File: src/rtl/cpu_types_pkg.sv
// Types shared across the CPU datapath: RAM handshake states and the machine word.
package cpu_types_pkg;

    localparam int WORD_BITS = 32;

    typedef logic [WORD_BITS-1:0] word_t;

    typedef enum logic [1:0] {
        FREE   = 2'd0,
        BUSY   = 2'd1,
        ACCESS = 2'd2,
        ERROR  = 2'd3
    } ramstate_t;

endpackage

File: src/rtl/mem_arbiter.sv
// Shares one RAM port between instruction fetch and data access; data wins by
// default, with a starvation counter that forces a fetch grant after STARVE_MAX data grants.
module mem_arbiter
    import cpu_types_pkg::*;
#(
    parameter int WORD_W     = 32,
    parameter int STARVE_MAX = 4
) (
    input  logic              CLK,
    input  logic              nRST,
    input  logic              iREN,
    input  logic [WORD_W-1:0] iaddr,
    output logic [WORD_W-1:0] iload,
    output logic              iwait,
    input  logic              dREN,
    input  logic              dWEN,
    input  logic [WORD_W-1:0] daddr,
    input  logic [WORD_W-1:0] dstore,
    output logic [WORD_W-1:0] dload,
    output logic              dwait,
    output logic              ramREN,
    output logic              ramWEN,
    output logic [WORD_W-1:0] ramaddr,
    output logic [WORD_W-1:0] ramstore,
    input  logic [WORD_W-1:0] ramload,
    input  logic [1:0]        ramstate,
    output logic [1:0]        arb_state,
    output logic [3:0]        starve_cnt
);

    typedef enum logic [1:0] {
        IDLE    = 2'd0,
        GRANT_I = 2'd1,
        GRANT_D = 2'd2
    } arb_state_t;

    localparam logic [3:0] STARVE_LIM = 4'(STARVE_MAX);

    arb_state_t state;
    ramstate_t  ram_st;
    logic       d_req;
    logic       ram_done;

    assign ram_st   = ramstate_t'(ramstate);
    assign d_req    = dREN | dWEN;
    assign ram_done = (ram_st == ACCESS);

    // Grant is held through BUSY/FREE/ERROR; only completion or withdrawal releases it.
    always_ff @(posedge CLK or negedge nRST) begin
        if (!nRST) begin
            state      <= IDLE;
            starve_cnt <= 4'd0;
        end else begin
            case (state)
                IDLE: begin
                    if (iREN && (starve_cnt == STARVE_LIM)) begin
                        state      <= GRANT_I;
                        starve_cnt <= 4'd0;
                    end else if (d_req) begin
                        state <= GRANT_D;
                        if (iREN && (starve_cnt < STARVE_LIM))
                            starve_cnt <= starve_cnt + 4'd1;
                    end else if (iREN) begin
                        state      <= GRANT_I;
                        starve_cnt <= 4'd0;
                    end
                end
                GRANT_D: begin
                    if (ram_done || !d_req)
                        state <= IDLE;
                end
                GRANT_I: begin
                    if (ram_done || !iREN)
                        state <= IDLE;
                end
                default: state <= IDLE;
            endcase
        end
    end

    always_comb begin
        ramREN   = 1'b0;
        ramWEN   = 1'b0;
        ramaddr  = '0;
        ramstore = '0;
        iwait    = 1'b1;
        dwait    = 1'b1;
        case (state)
            GRANT_D: begin
                ramREN   = dREN;
                ramWEN   = dWEN;
                ramaddr  = daddr;
                ramstore = dstore;
                dwait    = !ram_done;
            end
            GRANT_I: begin
                ramREN  = iREN;
                ramaddr = iaddr;
                iwait   = !ram_done;
            end
            default: ;
        endcase
    end

    assign iload     = ramload;
    assign dload     = ramload;
    assign arb_state = state;

endmodule

File: config.mk
export PLATFORM = sky130hd
export DESIGN_NAME = mem_arbiter
export DESIGN_NICKNAME = d
export VERILOG_FILES = /design/src/rtl/cpu_types_pkg.sv /design/src/rtl/mem_arbiter.sv
export SDC_FILE = /design/constraint.sdc
export NUM_CORES = 1
export LEC_CHECK = 0
export CORE_AREA = 2 2 105 107
export DETAILED_ROUTE_END_ITERATION = 16
export DIE_AREA = 0 0 107 109
export PLACE_DENSITY = 0.7
export SYNTH_ARGS = -nofsm -noshare
export SYNTH_HDL_FRONTEND = slang
export SYNTH_SLANG_ARGS = --single-unit
File: constraint.sdc
create_clock -name CLK -period 4.24 [get_ports CLK]
set_clock_uncertainty 0.15 [all_clocks]
set_input_delay 1.272 -clock CLK [delete_from_list [all_inputs] [get_ports CLK]]
set_output_delay 1.272 -clock CLK [all_outputs]
set_load 0.03 [all_outputs]
== After elaboration in Yosys (flattened, before gate mapping) ==
Cells that the tools add are included.
W data, S select, Z words.

* Register bits after elaboration: 6
* Bits in latches: 0
* Bits in writable memories: 0
* ROM bits: 0
* Output and inout port bits: 138
* Memories kept: 0

* Add/sub/neg operators: 1
* Multiply operators: 0
* Divide/modulo/power cells: 0
* Order comparisons: 1
* Eq/ne operators: 8
* Shifts and indexed selects: 0
* Multiplexer cells: 16
* Bitwise gates (word level): 1
* Reduce and logical (&&, ||, !) cells: 11

{| class="wikitable"
|+ Operator list
! kind !! number
|-
| $pmux W32 S2 || 1
|-
| $mux W32 || 1
|-
| $mux W4 || 4
|-
| $mux W2 || 5
|-
| $pmux W2 S3 || 1
|-
| $reduce_and A3 Y1 || 2
|-
| $add A4 B1 Y4 const B || 1
|-
| $eq A2 B2 Y1 const B || 2
|-
| $eq A4 B3 Y1 const B || 1
|-
| $lt A4 B3 Y1 const B || 1
|-
| $ne A2 B2 Y1 const B || 2
|-
| $ne A4 B4 Y1 const B || 1
|-
| $logic_not A1 Y1 || 3
|-
| $mux W1 || 3
|-
| $ne A3 B1 Y1 const B || 1
|-
| $reduce_bool A3 Y1 || 1
|-
| $eq A2 B1 Y1 const B || 1
|-
| $logic_and A1 B1 Y1 || 2
|-
| $logic_not A2 Y1 || 1
|-
| $logic_or A1 B1 Y1 || 2
|-
| $pmux W1 S2 || 1
|-
| $or A1 B1 Y1 || 1
|}

== Depth between registers and ports, before layout ==
* Depth in word-level cells: 5
* Depth in mapped cells: 7
* Depth with buffers taken out: 6

== Worst setup path before layout ==
Ideal clock, no wire load.

* Kind: input to output
* Start point: in dREN
* End point: out ramREN
* Arrival time: 2033 ps
* Path slack: 785 ps
* Stages on the path: 2
* Path buffers: 0
* Cells stage by stage: nand2_1 a21boi_0

* Word-level cells in the longest chain between the ends: 1

{| class="wikitable"
|+ Ends and longest elaborated chain
! element !! RTL line !! RTL
|-
| from (decl) || mem_arbiter.sv:15 || <nowiki>input logic dREN,</nowiki>
|-
| $pmux W1 S2 || mem_arbiter.sv:88 || <nowiki>case (state)</nowiki>
|-
| to (decl) || mem_arbiter.sv:21 || <nowiki>output logic ramREN,</nowiki>
|}

No other way between the ends.

== Final worst setup path ==
* Start point: in iaddr[21]
* End point: out ramaddr[21]

* Word-level cells in the longest chain between the ends: 1

{| class="wikitable"
|+ Ends and longest elaborated chain
! element !! RTL line !! RTL
|-
| from (decl) || mem_arbiter.sv:12 || <nowiki>input logic [WORD_W-1:0] iaddr,</nowiki>
|-
| $pmux W32 S2 || mem_arbiter.sv:88 ||
|-
| to (decl) || mem_arbiter.sv:23 || <nowiki>output logic [WORD_W-1:0] ramaddr,</nowiki>
|}

No other way between the ends.

==> run summary <==
post-synthesis register bit count -> 6
post-CTS sizing -> 0
initial antenna violation count -> 0
post-synth top area share -> 29.5%
sequential fraction of the synthesis area -> 9.22%
vias per cell -> 4.00
die area -> 11700 um^2
fillers -> 1129
largest net degree at the start of global routing -> 53
Cell Int Power -> 0.790 mW
Clk pwr share -> 5.1%
normalized max-slew margin -> 69.8%
CTS root buffer -> clkbuf_8
RR Startpoint -> arb_state[1]$_DFFE_PN0P_
Core Util, Final -> 29.4%
Avg WL per Cell -> 14.5 um
Synth-to-Final Area Change -> 91.3%
average cell area after synthesis -> 7.43 um^2
CTS max path bufs -> 2
setup violators final -> 0
combinational share of power -> 88.6%
Ant. Diodes -> 0
sequential group share of total power -> 6.3%
global-route usage over all layers -> 10.5%
hold_buf cts -> 0
# rows -> 38
Hold Vio Cnt, Final -> 0
gpl congestion -> 0.671
cell count after synthesis -> 219
Starting Density -> 15.4%
critical path startpoint -> iaddr[21]
Sw Pwr -> 0.846 mW
sw frac -> 51.7%
RSZ-0062 raised after global routing -> no
Peak VDD IR -> 0.000227 V
top post-synthesis cells by area -> buf_4, a22oi_1, and2_1, nor2b_1, dfrtp_1
worst reg2reg path depth -> 7
EDFF count, synth -> 0
Final Cycle Share -> 97.9%
share of post-route cells with drive strength above 1 -> 5.50%
Post-Syn Area -> 1630 um^2
Critical Path RT -> 2.82 ns
# clock sinks -> 6
hold_ws -> 0.424 ns
Worst-Margin Slew -> 0.453 ns
drt drc -> 0
Fin Setup TNS -> 0 ns
post-CTS setup buffer count -> 0
non-filler cells, final -> 467
die width -> 107 um
CP Class -> in2out
MaxCap Viol Count -> 0
CORE AREA -> 10600 um^2
crit path capture -> ramaddr[21]
FF+latch area -> 150 um^2
area occupied by multi-input gates -> 913 um^2
outcome -> finished clean
Die H -> 109 um
IO Count -> 273
Worst R2R Setup Slack -> 2.49 ns
Detail Route Antenna Nets -> 0
setup ws final -> 0.0880 ns
post-synth cell types -> 29
vias in the first global route -> 1903
YS warnings -> 0
Worst Hold Class -> reg2reg
startpoint types -> input pin
Crit path arrival time -> 2.73 ns
Detailed Routing Iterations Pass 1 -> 4
GRT overflow -> 0
Skew-Pair Late Insertion Delay -> 0.22 ns
Detail Placement HPWL -> 5.63 mm
Pins Over Slew Limit -> 0
CTS tree -> yes
Pwr per Cell Area -> 525 nW/um^2
Num CTS Buffers -> 3
CTS H-tree lvls -> 1
Synth Flop Type -> dfrtp_1
worst reg2reg path endpoint -> arb_state[1]$_DFFE_PN0P_
post-layout min period -> 4.15 ns
Achievable Freq -> 241 MHz
syn nets -> 359
clock transition at the registers of the reported paths -> 0.03 ns
Worst Setup End Kind -> primary output
first-pass GRT wire length -> 9.80 mm
Critical Path Fanout Max -> 1
pre-CTS setup slack -> 0.0674 ns
drt total wl -> 6.78 mm
placed insts -> 464
Synth area leader -> buf_4
Pleak -> 1.13 nW
Initial DRC Count -> 62
via count -> 1866
fin nets -> 469
# port buffers -> 176
async set-reset flop share out of synthesis -> 100%
-- flip-flops by register name, indices dropped and copies added, names as in the netlist --
register,flops
arb_state,2
starve_cnt,4
-- metal layers --
metal  global-route usage, %  up-vias  wire length, um
met5                       0        -                0
met4                    3.90        0              189
met3                    3.17       27              635
met2                    19.1      106             3390
met1                    11.6      850             2570
li1                        -      883                -
-- power by group through the flow --
stage	clock network (mW)	registers, mW	logic, mW
2_1_floorplan	0	0.137	0.947
4_1_cts	0.0872	0.103	1.47
3_5_place_dp	0	0.104	1.46
5_1_grt	0.0917	0.107	1.56
3_3_place_gp	0	0.101	1.45
6_report	0.0840	0.102	1.45
-- worst max-delay path: stages --
cell,delay (ns)
clkdlybuf4s50_1,0.45
a22oi_1,0.08
nor2b_1,0.21
clkdlybuf4s50_1,0.71
-- cell type report --
type / instances / share of cell area, %
flip-flops and latches: 6 / 4.82
repair buffers: 183 / 58.2
inverters: 6 / 0.723
multi-input cells: 129 / 29.3
well taps: 140 / 5.62
clock buffers: 3 / 1.33
-- stage by stage --
step	power [mW]	instance area, um^2
CTS	1.66	3110
detailed placement	1.57	3070
global placement	1.55	3070
finish	1.64	3110
global route	1.75	3110
floorplan	1.08	1630
-- synthesized netlist by cell type, types with 2 or more instances --
master / number
clkbuf_1: 5
ha_1: 5
buf_4: 64
nor2b_1: 33
and2_1: 34
nand2_1: 5
dfrtp_1: 6
a22oi_1: 32
inv_1: 6
buf_2: 9
a22o_1: 2
-- how the worst min path moves through the flow --
stage	slack [ns]	to	cells after the start	from
global placement	0.40	starve_cnt[3]$_DFFE_PN0P_	1	starve_cnt[3]$_DFFE_PN0P_
floorplan	0.55	starve_cnt[1]$_DFFE_PN0P_	2	starve_cnt[1]$_DFFE_PN0P_
finish	0.42	starve_cnt[3]$_DFFE_PN0P_	1	starve_cnt[3]$_DFFE_PN0P_
CTS	0.43	starve_cnt[1]$_DFFE_PN0P_	2	starve_cnt[1]$_DFFE_PN0P_
global route	0.46	starve_cnt[3]$_DFFE_PN0P_	1	starve_cnt[3]$_DFFE_PN0P_
detailed placement	0.40	starve_cnt[3]$_DFFE_PN0P_	1	starve_cnt[3]$_DFFE_PN0P_
-- placed cells by master, fill, tap and decap left out, drive strengths merged, types with 3 or more instances in the layout --
master and n:
nor2b 33, buf 8, a22oi 32, clkdlybuf4s50 175
nand2 5, dfrtp 6, and2 34, ha 5
inv 6, clkbuf 3
-- kinds of logic after synthesis --
kind of cell,after synthesis,share of synthesized area (%)
buffers and inverters,84,34.8
and+or+nand+nor,77,28.9
AOI/OAI and AO/OA,45,21.7
DFF,6,9.22
adders and majority gates,5,3.84
muxes,2,1.54
No activity file was read; power rests on OpenSTA's default activity.
